$ cat src/rtl/data_reg_arbiter_if.sv
// Per-requester access port to the shared data register file.
// The master side is the requester; the slave side is the arbiter.
interface data_reg_arbiter_if #(
   parameter int AW = 4,
   parameter int DW = 16
);
   logic          req;
   logic          we;
   logic          lock;
   logic [AW-1:0] addr;
   logic [DW-1:0] wdata;
   logic          gnt;
   logic          rvalid;
   logic [DW-1:0] rdata;

   modport master (output req, we, lock, addr, wdata, input gnt, rvalid, rdata);
   modport slave  (input req, we, lock, addr, wdata, output gnt, rvalid, rdata);
endinterface

$ cat src/rtl/data_reg_arbiter.sv
// Round-robin arbiter with a bounded lock that shares the data register file
// between the CPU execute stage (p0) and the loader (p1).
//
// state   | meaning
// OWN_P0  | port 0 held the most recent grant
// OWN_P1  | port 1 held the most recent grant (reset, so port 0 wins the first tie)
module data_reg_arbiter #(
   parameter int AW       = 4,
   parameter int DW       = 16,
   parameter int MAX_LOCK = 4
) (
   input  logic                 clk,
   input  logic                 rst_n,
   data_reg_arbiter_if.slave    p0,
   data_reg_arbiter_if.slave    p1,
   output logic                 o_load_data,
   output logic [AW-1:0]        o_load_data_address,
   output logic [DW-1:0]        o_data_input,
   output logic [AW-1:0]        o_address,
   input  logic [DW-1:0]        i_data
);
   typedef enum logic {OWN_P0 = 1'b0, OWN_P1 = 1'b1} owner_t;

   localparam logic [3:0] LOCK_LIM = 4'(MAX_LOCK);

   owner_t        r_last;
   owner_t        w_last_nxt;
   logic          r_locked;
   logic          r_gnt_prev;
   logic [3:0]    r_lock_cnt;
   logic          w_gnt0;
   logic          w_gnt1;
   logic          w_any;
   logic          w_lock_hold;
   logic          w_sel_we;
   logic [AW-1:0] w_sel_addr;
   logic [DW-1:0] w_sel_wdata;
   logic          w_rd0;
   logic          w_rd1;

   // r_locked already implies the last owner had req, lock and gnt last cycle
   assign w_lock_hold = r_locked && (r_lock_cnt < LOCK_LIM);

   always_comb begin
      w_gnt0     = 1'b0;
      w_gnt1     = 1'b0;
      w_last_nxt = r_last;
      if (rst_n) begin
         if (p0.req && p1.req) begin
            if (w_lock_hold) begin
               w_gnt0 = (r_last == OWN_P0);
               w_gnt1 = (r_last == OWN_P1);
            end else begin
               w_gnt0 = (r_last == OWN_P1);
               w_gnt1 = (r_last == OWN_P0);
            end
         end else if (p0.req) begin
            w_gnt0 = 1'b1;
         end else if (p1.req) begin
            w_gnt1 = 1'b1;
         end
      end
      if (w_gnt0) begin
         w_last_nxt = OWN_P0;
      end else if (w_gnt1) begin
         w_last_nxt = OWN_P1;
      end
   end

   assign w_any       = w_gnt0 | w_gnt1;
   assign w_sel_we    = w_gnt1 ? p1.we    : p0.we;
   assign w_sel_addr  = w_gnt1 ? p1.addr  : p0.addr;
   assign w_sel_wdata = w_gnt1 ? p1.wdata : p0.wdata;
   assign w_rd0       = w_gnt0 & ~p0.we;
   assign w_rd1       = w_gnt1 & ~p1.we;

   assign p0.gnt              = w_gnt0;
   assign p1.gnt              = w_gnt1;
   assign o_load_data         = w_any & w_sel_we;
   assign o_load_data_address = o_load_data ? w_sel_addr  : '0;
   assign o_data_input        = o_load_data ? w_sel_wdata : '0;
   assign o_address           = (w_any & ~w_sel_we) ? w_sel_addr : '0;

   always_ff @(posedge clk or negedge rst_n) begin
      if (!rst_n) begin
         r_last     <= OWN_P1;
         r_locked   <= 1'b0;
         r_gnt_prev <= 1'b0;
         r_lock_cnt <= 4'd0;
      end else begin
         r_last     <= w_last_nxt;
         r_gnt_prev <= w_any;
         r_locked   <= w_gnt0 ? p0.lock : (w_gnt1 ? p1.lock : 1'b0);
         if (w_any) begin
            if (r_gnt_prev && (w_last_nxt == r_last)) begin
               r_lock_cnt <= (r_lock_cnt == 4'hF) ? 4'hF : r_lock_cnt + 4'd1;
            end else begin
               r_lock_cnt <= 4'd1;
            end
         end
      end
   end

   always_ff @(posedge clk or negedge rst_n) begin
      if (!rst_n) begin
         p0.rvalid <= 1'b0;
         p1.rvalid <= 1'b0;
         p0.rdata  <= '0;
         p1.rdata  <= '0;
      end else begin
         p0.rvalid <= w_rd0;
         p1.rvalid <= w_rd1;
         if (w_rd0) p0.rdata <= i_data;
         if (w_rd1) p1.rdata <= i_data;
      end
   end
endmodule

$ cat src/flat_wrapper.sv
// flat-port wrapper written by rule: the top's interface ports become plain ports
module data_reg_arbiter_flat 
#(
   parameter int AW       = 4,
   parameter int DW       = 16,
   parameter int MAX_LOCK = 4
)
  (clk, rst_n, o_load_data, o_load_data_address, o_data_input, o_address, i_data, p0_req, p0_we, p0_lock, p0_addr, p0_wdata, p0_gnt, p0_rvalid, p0_rdata, p1_req, p1_we, p1_lock, p1_addr, p1_wdata, p1_gnt, p1_rvalid, p1_rdata);
  data_reg_arbiter_if #(.AW(AW), .DW(DW)) p0_i ();
  data_reg_arbiter_if #(.AW(AW), .DW(DW)) p1_i ();
  input  logic clk;
  input  logic rst_n;
  output logic o_load_data;
  output logic [AW-1:0] o_load_data_address;
  output logic [DW-1:0] o_data_input;
  output logic [AW-1:0] o_address;
  input  logic [DW-1:0] i_data;
  input wire logic [$bits(p0_i.req)-1:0] p0_req;
  input wire logic [$bits(p0_i.we)-1:0] p0_we;
  input wire logic [$bits(p0_i.lock)-1:0] p0_lock;
  input wire logic [$bits(p0_i.addr)-1:0] p0_addr;
  input wire logic [$bits(p0_i.wdata)-1:0] p0_wdata;
  output wire logic [$bits(p0_i.gnt)-1:0] p0_gnt;
  output wire logic [$bits(p0_i.rvalid)-1:0] p0_rvalid;
  output wire logic [$bits(p0_i.rdata)-1:0] p0_rdata;
  input wire logic [$bits(p1_i.req)-1:0] p1_req;
  input wire logic [$bits(p1_i.we)-1:0] p1_we;
  input wire logic [$bits(p1_i.lock)-1:0] p1_lock;
  input wire logic [$bits(p1_i.addr)-1:0] p1_addr;
  input wire logic [$bits(p1_i.wdata)-1:0] p1_wdata;
  output wire logic [$bits(p1_i.gnt)-1:0] p1_gnt;
  output wire logic [$bits(p1_i.rvalid)-1:0] p1_rvalid;
  output wire logic [$bits(p1_i.rdata)-1:0] p1_rdata;
  assign p0_i.req = p0_req;
  assign p0_i.we = p0_we;
  assign p0_i.lock = p0_lock;
  assign p0_i.addr = p0_addr;
  assign p0_i.wdata = p0_wdata;
  assign p0_gnt = p0_i.gnt;
  assign p0_rvalid = p0_i.rvalid;
  assign p0_rdata = p0_i.rdata;
  assign p1_i.req = p1_req;
  assign p1_i.we = p1_we;
  assign p1_i.lock = p1_lock;
  assign p1_i.addr = p1_addr;
  assign p1_i.wdata = p1_wdata;
  assign p1_gnt = p1_i.gnt;
  assign p1_rvalid = p1_i.rvalid;
  assign p1_rdata = p1_i.rdata;
  data_reg_arbiter #(.AW(AW), .DW(DW), .MAX_LOCK(MAX_LOCK)) u_core (.clk(clk), .rst_n(rst_n), .p0(p0_i), .p1(p1_i), .o_load_data(o_load_data), .o_load_data_address(o_load_data_address), .o_data_input(o_data_input), .o_address(o_address), .i_data(i_data));
endmodule
$ cat config.mk
export PLATFORM = sky130hd
export DESIGN_NAME = data_reg_arbiter_flat
export DESIGN_NICKNAME = d
export VERILOG_FILES = /design/src/rtl/data_reg_arbiter_if.sv /design/src/rtl/data_reg_arbiter.sv /design/src/flat_wrapper.sv
export SDC_FILE = /design/constraint.sdc
export NUM_CORES = 1
export LEC_CHECK = 0
export ABC_AREA = 1
export BUFFER_PORTS_ARGS = -buffer_cell sky130_fd_sc_hd__buf_4
export CORE_ASPECT_RATIO = 1.75
export CORE_MARGIN = 4
export CORE_UTILIZATION = 40
export CTS_BUF_LIST = sky130_fd_sc_hd__clkbuf_2
export CTS_CLUSTER_DIAMETER = 60
export DETAILED_ROUTE_END_ITERATION = 12
export PLACE_DENSITY = 0.74
export REMOVE_ABC_BUFFERS = 1
export SYNTH_ARGS = -nofsm -noshare
export SYNTH_HDL_FRONTEND = slang
export SYNTH_SLANG_ARGS = --single-unit
$ cat constraint.sdc
create_clock -name clk -period 1.72 [get_ports clk]
set_input_delay 0.172 -clock clk [delete_from_list [all_inputs] [get_ports clk]]
set_output_delay 0.172 -clock clk [all_outputs]
set_load 0.005 [all_outputs]
==> results of run 1 <==
-- what timing repair did --
action | CTS | global route
cloned | 0 | 3
resized for setup | 13 | 24
pin swaps | 1 | 4
setup endpoints to repair | 39 | 54
buffers inserted | 1 | 2
hold buffers | 15 | 4
endpoints found under the hold margin | 68 | 4
-- Yosys cell counts (all sizes together) --
master and count:
dfstp 1, a22o 1, o211ai 1, o21ai 14, o2111ai 1, inv 43
nor3 1, nand3 7, xnor2 1, dfrtp 40, buf 12, nor2 26
a21oi 1, nand2 160, nand3b 2, ha 1
-- power breakdown --
| group | total [mW] | switching [mW] | internal (mW) |
|---|---|---|---|
| clock network | 0.711 | 0.322 | 0.389 |
| logic | 1.01 | 0.458 | 0.557 |
| registers | 1.27 | 0.117 | 1.15 |
| total | 2.99 | 0.896 | 2.10 |
-- through the flow --
step	std cells	TNS, ns	util
global placement	492	-0.0259	0.610
global route	525	-16.87	0.693
CTS	516	-10.28	0.662
finish	525	-10.52	0.693
detailed placement	492	-0.0879	0.610
floorplan	300	-11.12	-
-- logic make-up after synthesis --
logic type / Yosys count / share of synthesized area
flops: 41 / 0.473
fa+ha+maj: 1 / 0.00576
compound gates: 18 / 0.0461
buf+inv: 55 / 0.116
xor+xnor: 1 / 0.00403
simple gates: 196 / 0.356
-- layout make-up --
type	instances	share of cell area
inverter	43	0.0481
sequential	41	0.282
tap	55	0.0189
multi-input combinational	216	0.265
timing repair buffer	161	0.360
clock inverter	3	0.0179
clock buffer	5	0.00687
timing repair inverter	1	0.00206
-- sequential cells by signal, summed over array words and instances (netlist names) --
register	count
u_core.r_gnt_prev	1
u_core.r_last	1
u_core.p0.rvalid	1
u_core.r_locked	1
u_core.p1.rvalid	1
u_core.p1.rdata	16
u_core.p0.rdata	16
u_core.r_lock_cnt	4
-- per-layer routing --
metal | vias to the layer above | global-route usage
li1 | 1232 | -
met1 | 1170 | 0.210
met2 | 138 | 0.411
met3 | 15 | 0.0544
met4 | 0 | 0.0757
met5 | - | 0
-- worst paths after layout --
kind                            cells after the start                             start                          endpoint
max in group asynchronous                           3                             rst_n    u_core.p1.rdata[7]$_DFFE_PN0P_
min in group clk                                    5                            p1_req           u_core.r_last$_DFF_PN1_
worst min register to register                      2    u_core.p0.rdata[7]$_DFFE_PN0P_    u_core.p0.rdata[7]$_DFFE_PN0P_
worst min-delay path                                2                             rst_n  u_core.r_lock_cnt[3]$_DFFE_PN0P_
worst max-delay path                               12  u_core.r_lock_cnt[3]$_DFFE_PN0P_            o_load_data_address[2]
worst max register to register                     12  u_core.r_lock_cnt[3]$_DFFE_PN0P_   u_core.p1.rdata[14]$_DFFE_PN0P_
-- worst max-delay path: cells and delay by family, from the launching register on --
family	cells	cell delay (ns)
AND/OR/NAND/NOR	9	0.75
buffers and inverters	3	0.41
flip-flops	1	0.44
==> Flow_metrics.wiki, run 1 <==
{| class="wikitable"
! Metric !! Value
|-
| Status || finished with violations
|-
| Violated checks || setup timing
|-
| Worst hold path type || in -> async
|-
| Via count of the first global-routing pass || around 2.5k
|-
| Chip Width || around 64 µm
|-
| Top cell type's share of synthesized area || 0.461
|-
| Initial antenna violation count || 0
|-
| Highest achievable clock rate || ~460 MHz
|-
| DRT antenna net count || 0
|-
| Cell taking the most area after synthesis || sky130_fd_sc_hd__dfrtp_1
|-
| Number of vias per cell after detailed routing || a little under 5
|-
| Final hold vios || 0
|-
| Number of placement rows || 35
|-
| CTS root buffer || sky130_fd_sc_hd__clkbuf_2
|-
| Number of antenna repair diodes || 0
|-
| Filler cell count || around 450
|-
| Maximum level of the CTS H-tree || 2
|-
| Cell mode on critical path || sky130_fd_sc_hd__nand2_2
|-
| Smallest hold slack || about 0.17 ns
|-
| Setup repair after global routing missed its margin || yes
|-
| Slowest CP cell || sky130_fd_sc_hd__dfrtp_1
|-
| Total area of multi-input combinational cells || slightly below 1000 µm²
|-
| Overall power consumption || around 3.0 mW
|-
| Pre-antenna DRT Iters || 5
|-
| Synthesized area per cell || about 7 µm²
|-
| Area Growth Syn to Fin || 67.6%
|-
| Met3 wire len || 647 µm
|-
| Top Layer Used || met4
|-
| Category of the most critical setup path || reg -> out
|-
| Share of post-route cells with drive strength above 1 || 0.387
|-
| Worst slew margin || 0.692
|-
| Count of distinct cell types in the synthesized netlist || 23
|-
| Final setup margin || -0.436 ns
|-
| Time the worst path needs with I/O delays and setup || approximately 2.2 ns
|-
| FF/Latch Area || roughly 1000 µm²
|-
| Worst-case clock buffer depth || 2
|-
| Data arrival time at the worst-slack endpoint || 1.98 ns
|-
| Total number of vias || between 2k and 3k
|-
| Die area || 6720 µm²
|-
| DRC violation count after routing || 0
|-
| Final period util || 1.25
|-
| Die Y-Extent || ~110 µm
|-
| Worst Setup Start Kind || register
|-
| Power per Cell Area || 822 nW/µm²
|-
| Routed wl met2 || about 4000 µm
|-
| Max IR drop VDD || around 0.63 mV
|-
| Wire length after detailed routing || between 7000 and 8000 µm
|-
| Number of I/O port buffers || 124
|-
| Register area share after synthesis || 0.473
|-
| Crit path cell chain || nor2_2, nand2_2, nand2_2, nand2_2, nand2_2, nand2_4, inv_6, nand2_2, nand3_2, buf_12, nor2_1, buf_4
|-
| Final Slew Violations || 0
|-
| Number of buffers created by CTS || 5
|-
| Post-Syn Instances || ~310
|-
| Max-cap check violation count || 0
|-
| Netlist Area Pre-Place || between 2000 and 2500 µm²
|-
| Biggest area contributors in the synthesized netlist || sky130_fd_sc_hd__dfrtp_1 (46%), sky130_fd_sc_hd__nand2_1 (27%), sky130_fd_sc_hd__inv_1 (7.1%), sky130_fd_sc_hd__nor2_1 (4.3%), sky130_fd_sc_hd__o21ai_0 (3.2%)
|-
| Register-to-register setup slack || 0.02 ns
|-
| Clock insertion delay at the later pin of the skew report || around 0.4 ns
|-
| Most common cell after layout, fill and taps aside || sky130_fd_sc_hd__nand2_1
|-
| Global-route wire length before repair || roughly 11,000 µm
|-
| Pin count of the biggest net entering global routing || 38
|-
| Final Instance Area || roughly 3600 µm²
|-
| Count of yosys warnings during synthesis || 0
|-
| Total Nets Final || ~530
|-
| Final setup violation count || 26
|-
| Number of register bits inferred by synthesis || roughly 40
|-
| Detailed-route wire length on metal 1 || between 2000 and 3000 µm
|-
| Clock Sinks || 41
|-
| Max FO, Critical Path || 21
|-
| Overall global routing resource usage || 0.212
|-
| Hpwl dp || about 5000 µm
|-
| Static Leakage || ~2.2 nW
|-
| WL/cell || around 14 µm
|-
| Floorplan core area || between 5000 and 6000 µm²
|-
| Initial core utilization || 0.414
|-
| Placed inst area || 3210 µm²
|-
| Post-placement setup slack || -0.0610 ns
|-
| Required @ worst endpoint || ~1.6 ns
|-
| Placer's final routability congestion estimate || roughly 0.83
|-
| Top-Level Pins || around 130
|-
| Total gr overflow || 0
|-
| Highest-count cells in the layout ignoring fill and taps || sky130_fd_sc_hd__nand2_1 (148), sky130_fd_sc_hd__buf_4 (136), sky130_fd_sc_hd__dfrtp_1 (40)
|-
| Maximum clock skew at final layout || 0.0103 ns
|-
| Nature of the critical path endpoint || output pin
|-
| CTS tree || yes
|-
| Clock edge transition at the registers on the reported setup and hold paths || around 0.20 ns
|-
| Initial drt markers || 80
|-
| Worst-Margin Slew || ~0.46 ns
|-
| Biggest cell delay along the critical path || 0.44 ns
|}
No activity file was read; power rests on OpenSTA's default activity.
==> inputs of run 2 (changes only) <==
MAX_ROUTING_LAYER = met4   (was not set)
==> run 2 against run 1 <==
- the flow still finishes with violations (setup timing)
- first-iteration DRC count rose by 6.3%
- critical endpoint unchanged
- global-route usage increased by 0.58 points
- final cell count unchanged
- highest routed layer unchanged
==> Flow_metrics.wiki, run 2 (synthesis gave the netlist of run 1 again) <==
{| class="wikitable"
! Metric !! Value
|-
| Status || finished with violations
|-
| Violated checks || setup timing
|-
| Number of buffers created by CTS || 5 (unchanged)
|-
| Sw Pwr || 0.897 mW (about the same)
|-
| Sequential fraction of design power || 0.424 (about the same)
|-
| Number of vias per cell after detailed routing || 4.86 (about the same)
|-
| Wire length after detailed routing || 7390 µm (about the same)
|-
| Initial drt markers || 85 (+6.3%)
|-
| Max FO, Critical Path || 21 (unchanged)
|-
| Overall global routing resource usage || 0.218 (+0.00582)
|-
| Maximum level of the CTS H-tree || 2 (unchanged)
|-
| Clock power share || 0.238 (about the same)
|-
| Worst-Margin Slew || 0.462 ns (+0.0000926 ns)
|-
| Highest achievable clock rate || 464 MHz (about the same)
|-
| Number of placement rows || 35 (unchanged)
|-
| Placer's final routability congestion estimate || 0.840 (+1.5%)
|-
| Category of the most critical setup path || reg -> out
|-
| Crit path cell chain || nor2_2, nand2_2, nand2_2, nand2_2, nand2_2, nand2_4, inv_6, nand2_2, nand3_2, buf_12, nor2_1, buf_4
|-
| Cell mode on critical path || sky130_fd_sc_hd__nand2_2
|-
| Nature of the critical path endpoint || output pin
|-
| Worst-case clock buffer depth || 2 (unchanged)
|-
| Critical path launch point || u_core.r_lock_cnt[3]$_DFFE_PN0P_
|-
| Die area || 6720 µm² (unchanged)
|-
| Final setup margin || -0.437 ns (-0.000294 ns)
|-
| Initial core utilization || 0.414 (unchanged)
|-
| Final hold vios || 0 (unchanged)
|-
| Worst hold path type || in -> reg
|-
| Maximum clock skew at final layout || 0.0102 ns (-0.0000930 ns)
|-
| Total Nets Final || 534 (unchanged)
|-
| CTS tree || yes
|-
| Start point of the worst min-delay path || p1_req
|-
| Global-route wire length before repair || 11,400 µm (unchanged)
|-
| Max IR drop VDD || 0.626 mV (about the same)
|-
| Smallest hold slack || 0.162 ns (-0.00396 ns)
|-
| Total gr overflow || 0 (unchanged)
|-
| Final Slew Violations || 0 (unchanged)
|-
| DRT antenna net count || 0 (unchanged)
|-
| Chip Width || 63.7 µm (unchanged)
|-
| Total number of vias || 2,553 (-0.078%)
|-
| Pre-antenna DRT Iters || 5 (unchanged)
|-
| Slowest CP cell || sky130_fd_sc_hd__dfrtp_1
|-
| Max-cap check violation count || 0 (unchanged)
|-
| Internal Dissipation || 2.10 mW (about the same)
|-
| Clock edge transition at the registers on the reported setup and hold paths || 0.20 ns (about the same)
|-
| Die Y-Extent || 106 µm (unchanged)
|-
| Pin count of the biggest net entering global routing || 38 (unchanged)
|-
| Switching fraction of total power || 0.300 (about the same)
|-
| CTS root buffer || sky130_fd_sc_hd__clkbuf_2
|-
| Hpwl dp || 5130 µm (unchanged)
|-
| Worst slew margin || 0.692 (about the same)
|-
| Highest-count cells in the layout ignoring fill and taps || sky130_fd_sc_hd__nand2_1 (148), sky130_fd_sc_hd__buf_4 (136), sky130_fd_sc_hd__dfrtp_1 (40)
|-
| Share of power burned in combinational logic || 0.339 (about the same)
|-
| Final setup violation count || 26 (unchanged)
|-
| Floorplan core area || 5260 µm² (unchanged)
|-
| Top-Level Pins || 125 (unchanged)
|-
| Initial antenna violation count || 0 (unchanged)
|-
| Time the worst path needs with I/O delays and setup || 2.16 ns (+0.000294 ns)
|-
| Setup repair after global routing missed its margin || yes
|-
| Overall power consumption || 2.99 mW (about the same)
|-
| Number of I/O port buffers || 124 (unchanged)
|-
| Clock insertion delay at the later pin of the skew report || 0.40 ns (about the same)
|-
| Static Leakage || 2.18 nW (about the same)
|-
| Clock Sinks || 41 (unchanged)
|-
| Data arrival time at the worst-slack endpoint || 1.98 ns (about the same)
|-
| Via count of the first global-routing pass || 2,490 (+0.080%)
|-
| Top flop regs || u_core.p0.rdata (16), u_core.p1.rdata (16), u_core.r_lock_cnt (4)
|-
| Most common cell after layout, fill and taps aside || sky130_fd_sc_hd__nand2_1
|-
| Share of post-route cells with drive strength above 1 || 0.387 (unchanged)
|-
| R2R Path Start || u_core.r_lock_cnt[3]$_DFFE_PN0P_
|-
| Required @ worst endpoint || 1.55 ns (about the same)
|-
| DRC violation count after routing || 0 (unchanged)
|-
| WL/cell || 14.1 µm (about the same)
|-
| Number of antenna repair diodes || 0 (unchanged)
|-
| Biggest cell delay along the critical path || 0.44 ns (about the same)
|-
| Power per Cell Area || 822 nW/µm² (about the same)
|-
| Area Growth Syn to Fin || 67.6% (unchanged)
|-
| Final period util || 1.25 (about the same)
|-
| Worst Setup Start Kind || register
|}
run 2: critical path, delay by kind of cell (launching register included):
kind,cells,cell delay [ns]
buf+inv,3,0.41
flops,1,0.44
simple gates,9,0.75
run 2: timing repair:
action | in CTS | in global routing
endpoints found under the hold margin | 68 | 4
resized for setup | 13 | 23
setup buffers | 1 | 2
cloned | 0 | 3
pin swaps | 1 | 4
endpoints found under the setup margin | 39 | 54
hold buffers | 15 | 4
run 2: cell type report:
| cell class | instances | area (µm²) |
|---|---|---|
| Timing Repair inverter | 1 | 7.51 |
| Multi-Input combinational cell | 216 | 963 |
| Tap cell | 55 | 68.8 |
| Clock inverter | 3 | 65.1 |
| Sequential cell | 41 | 1030 |
| Timing Repair Buffer | 161 | 1310 |
| Fill cell | 451 | 1610 |
| Clock buffer | 5 | 25.0 |
| Inverter | 43 | 175 |
run 2: stage by stage:
stage | TNS, ns | instance area [µm²] | std cells | util | setup WS (ns)
4_1_cts | -10.28 | 3480 | 516 | 0.662 | -0.435
3_3_place_gp | -0.0259 | 3210 | 492 | 0.610 | -0.0259
5_1_grt | -16.88 | 3640 | 525 | 0.693 | -0.618
6_report | -10.53 | 3640 | 525 | 0.693 | -0.437
3_5_place_dp | -0.0879 | 3210 | 492 | 0.610 | -0.0610
2_1_floorplan | -11.12 | 2080 | 300 | - | -0.473
run 2: power groups by stage:
stage	combinational (mW)	clock, mW	sequential (mW)
floorplan	0.324	0	1.28
global placement	0.897	0	1.27
detailed placement	0.920	0	1.28
CTS	0.961	0.728	1.27
global route	1.12	0.768	1.29
finish	1.01	0.711	1.27
run 2: path summary, 6_finish.rpt:
kind                                               endpoint  slack (ns)  cells after the start
max                                  o_load_data_address[2]       -0.44                     12
min                                 u_core.r_last$_DFF_PN1_        0.16                      5
max reg2reg                 u_core.p1.rdata[14]$_DFFE_PN0P_        0.03                     12
min reg2reg                  u_core.p0.rdata[7]$_DFFE_PN0P_        0.51                      2
max in group asynchronous    u_core.p1.rdata[7]$_DFFE_PN0P_        0.82                      3
min in group asynchronous  u_core.r_lock_cnt[3]$_DFFE_PN0P_        0.17                      2
run 2: routing by layer:
metal  track usage  wire (µm)
met1         0.217       2580
met2         0.411       4040
met3        0.0437        602
met4        0.0757        178
met5             -          0
==> inputs of run 3 (changes only) <==
BUFFER_PORTS_ARGS = not set   (was -buffer_cell sky130_fd_sc_hd__buf_4)
DONT_BUFFER_PORTS = 1   (was not set)
PLACE_DENSITY = not set   (was 0.74)
PLACE_DENSITY_LB_ADDON = 0.3   (was not set)
SKIP_CTS_REPAIR_TIMING = 1   (was not set)
==> run 3 against run 2 <==
- the flow still finishes with violations (setup timing)
- first-iteration DRC count down 20%
- highest routed layer unchanged
- routed wire length down 15%
- flip-flop and latch count is the same
- core utilization shrank 16 points
- clock skew increased by 0.0035 ns
- final area decreased by 23%
- sequential share of layout area grew 8.2 points
- worst setup slack improved by 0.052 ns
- global-route usage decreased by 4.4 points
- register-to-register slack about the same
==> Flow_metrics.wiki, run 3 (synthesis gave the netlist of run 1 again) <==
{| class="wikitable"
! Metric !! Value
|-
| Status || finished with violations
|-
| Violated checks || setup timing
|-
| Internal Dissipation || 1.80 mW (-14%)
|-
| Cell total after placement || 370 (-25%)
|-
| Share of power burned in combinational logic || 0.229 (-0.110)
|-
| Worst-Margin Slew || 0.413 ns (-0.0492 ns)
|-
| Highest achievable clock rate || 475 MHz (+2.5%)
|-
| WL/cell || 15.4 µm (+9.4%)
|-
| Highest-count cells in the layout ignoring fill and taps || sky130_fd_sc_hd__nand2_1 (153), sky130_fd_sc_hd__dfrtp_1 (40), sky130_fd_sc_hd__inv_1 (37)
|-
| Final Slew Violations || 0 (unchanged)
|-
| Pre-antenna DRT Iters || 4 (-1)
|-
| Share of post-route cells with drive strength above 1 || 0.190 (-0.197)
|-
| Initial antenna violation count || 0 (unchanged)
|-
| DRC violation count after routing || 0 (unchanged)
|-
| CTS tree || yes
|-
| Static Leakage || 1.61 nW (-26%)
|-
| Required @ worst endpoint || 1.55 ns (about the same)
|-
| Hpwl dp || 4370 µm (-15%)
|-
| Final period util || 1.22 (-0.0303)
|-
| Final setup violation count || 26 (unchanged)
|-
| CTS root buffer || sky130_fd_sc_hd__clkbuf_2
|-
| Worst slew margin || 0.725 (+0.0325)
|-
| Power per Cell Area || 926 nW/µm² (+13%)
|-
| Setup repair after global routing missed its margin || yes
|-
| Via count of the first global-routing pass || 1,957 (-21%)
|-
| Post-Layout Cell Count || 408 (-22%)
|-
| Nature of the critical path endpoint || output pin
|-
| Max FO, Critical Path || 6 (-71%)
|-
| Number of I/O port buffers || 0 (-100%)
|-
| Global-route wire length before repair || 9070 µm (-20%)
|-
| DRT antenna net count || 0 (unchanged)
|-
| Pin count of the biggest net entering global routing || 45 (+18%)
|-
| Start point of the worst min-delay path || p1_req
|-
| Wire length after detailed routing || 6290 µm (-15%)
|-
| Worst Setup Start Kind || register
|-
| Setup tns final || -8.39 ns (+2.13 ns)
|-
| Chip Width || 63.7 µm (unchanged)
|-
| Maximum level of the CTS H-tree || 2 (unchanged)
|-
| Placed inst area || 2280 µm² (-29%)
|-
| Count of buffering cells on the critical path with inverters included || 3 (unchanged)
|-
| Max IR drop VDD || 0.712 mV (+14%)
|-
| Area Growth Syn to Fin || 29.8%
|-
| Time the worst path needs with I/O delays and setup || 2.10 ns (-0.0522 ns)
|-
| Die Y-Extent || 106 µm (unchanged)
|-
| Number of vias per cell after detailed routing || 5.07 (+4.2%)
|-
| Total Nets Final || 417 (-22%)
|-
| Smallest hold slack || 0.0547 ns (-0.107 ns)
|-
| Final hold vios || 0 (unchanged)
|-
| Sequential fraction of design power || 0.504 (+0.080)
|-
| Overall global routing resource usage || 0.174 (-0.0440)
|-
| Worst hold path type || in -> reg
|-
| Crit path cell chain || nor2_4, nand3_2, nand2_1, nand2_2, nand2_4, inv_4, nand2_4, nand3_4, buf_12, nor2_4, buf_6
|-
| Category of the most critical setup path || reg -> out
|-
| Initial drt markers || 68 (-20%)
|-
| Most common cell after layout, fill and taps aside || sky130_fd_sc_hd__nand2_1
|-
| Clock edge transition at the registers on the reported setup and hold paths || 0.20 ns (about the same)
|-
| Clock power share || 0.267 (+0.029)
|-
| Floorplan core area || 5260 µm² (unchanged)
|-
| Worst-case clock buffer depth || 2 (unchanged)
|-
| Total number of vias || 2,067 (-19%)
|-
| Final setup margin || -0.384 ns (+0.0522 ns)
|-
| Maximum clock skew at final layout || 0.0137 ns (+0.00350 ns)
|-
| Clock insertion delay at the later pin of the skew report || 0.38 ns (-0.02 ns)
|-
| Number of buffers created by CTS || 5 (unchanged)
|-
| Clock Sinks || 41 (unchanged)
|-
| Total gr overflow || 0 (unchanged)
|-
| Placer's final routability congestion estimate || 0.804 (-4.3%)
|-
| Filler cell count || 471 (+4.4%)
|-
| Slowest CP cell || sky130_fd_sc_hd__dfrtp_1
|-
| Top flop regs || u_core.p0.rdata (16), u_core.p1.rdata (16), u_core.r_lock_cnt (4)
|-
| Initial core utilization || 0.414 (unchanged)
|-
| Max-cap check violation count || 0 (unchanged)
|-
| Final Instance Area || 2820 µm² (-23%)
|-
| Data arrival time at the worst-slack endpoint || 1.93 ns (-0.05 ns)
|-
| Switching fraction of total power || 0.309 (+0.00961)
|-
| Critical path launch point || u_core.r_lock_cnt[2]$_DFFE_PN0P_
|-
| R2R Path Start || u_core.r_lock_cnt[2]$_DFFE_PN0P_
|-
| Crit-path leading delay family || simple AND/OR/NAND/NOR gates
|-
| Number of placement rows || 35 (unchanged)
|-
| Sw Pwr || 0.809 mW (-9.9%)
|-
| Die area || 6720 µm² (unchanged)
|-
| Number of antenna repair diodes || 0 (unchanged)
|-
| Biggest cell delay along the critical path || 0.45 ns (about the same)
|-
| Top-Level Pins || 125 (unchanged)
|-
| Overall power consumption || 2.61 mW (-13%)
|}
-- run 3: power by group through the flow --
stage	clock network (mW)	logic [mW]	registers (mW)
floorplan	0	0.324	1.28
global placement	0	0.428	1.34
detailed placement	0	0.447	1.33
CTS	0.728	0.446	1.32
global route	0.769	0.692	1.34
finish	0.698	0.598	1.32
-- run 3: worst paths after layout --
path / to / slack (ns) / depth (start not counted)
worst max-delay path: o_load_data_address[0] / -0.38 / 11
worst min-delay path: u_core.r_last$_DFF_PN1_ / 0.05 / 4
worst max register to register: u_core.p1.rdata[12]$_DFFE_PN0P_ / 0.03 / 12
worst min register to register: u_core.p0.rdata[5]$_DFFE_PN0P_ / 0.54 / 2
max in group asynchronous: u_core.r_last$_DFF_PN1_ / 1.22 / 2
min in group asynchronous: u_core.p0.rdata[11]$_DFFE_PN0P_ / 0.24 / 2
-- run 3: metrics by stage --
step / util / setup slack [ns]
2_1_floorplan: - / -0.473
3_3_place_gp: 0.433 / 0.00590
3_5_place_dp: 0.433 / -0.0204
4_1_cts: 0.450 / -0.502
5_1_grt: 0.537 / -0.553
6_report: 0.537 / -0.384
-- run 3: worst register-to-register path, cell delays in order (launching register included) --
cell	delay, ns
sky130_fd_sc_hd__dfrtp_1	0.45
sky130_fd_sc_hd__nor2_4	0.14
sky130_fd_sc_hd__nand2_2	0.08
sky130_fd_sc_hd__nand2_2	0.07
sky130_fd_sc_hd__nand2_1	0.06
sky130_fd_sc_hd__nand2_2	0.09
sky130_fd_sc_hd__nand2_4	0.09
sky130_fd_sc_hd__inv_4	0.10
sky130_fd_sc_hd__nand2_4	0.07
sky130_fd_sc_hd__buf_4	0.19
sky130_fd_sc_hd__buf_6	0.15
sky130_fd_sc_hd__nand2_1	0.07
sky130_fd_sc_hd__nand2_1	0.06
-- run 3: final cells by class --
cell class,instances,area [µm²],area share
clock buffer,5,25.0,0.00887
timing repair buffer,43,455,0.161
timing repair inverter,1,7.51,0.00266
sequential,41,1030,0.364
inverter,43,175,0.0621
tap,55,68.8,0.0244
multi-input combinational,217,997,0.353
clock inverter,3,65.1,0.0231
-- run 3: per-layer routing --
layer	routed length, µm	vias up	global-route usage	part of all wire
met5	0	-	-	0
met4	70	0	0.0587	0.011
met3	628	6	0.0576	0.10
met2	3340	123	0.301	0.53
met1	2250	926	0.184	0.36
li1	-	1012	-	-
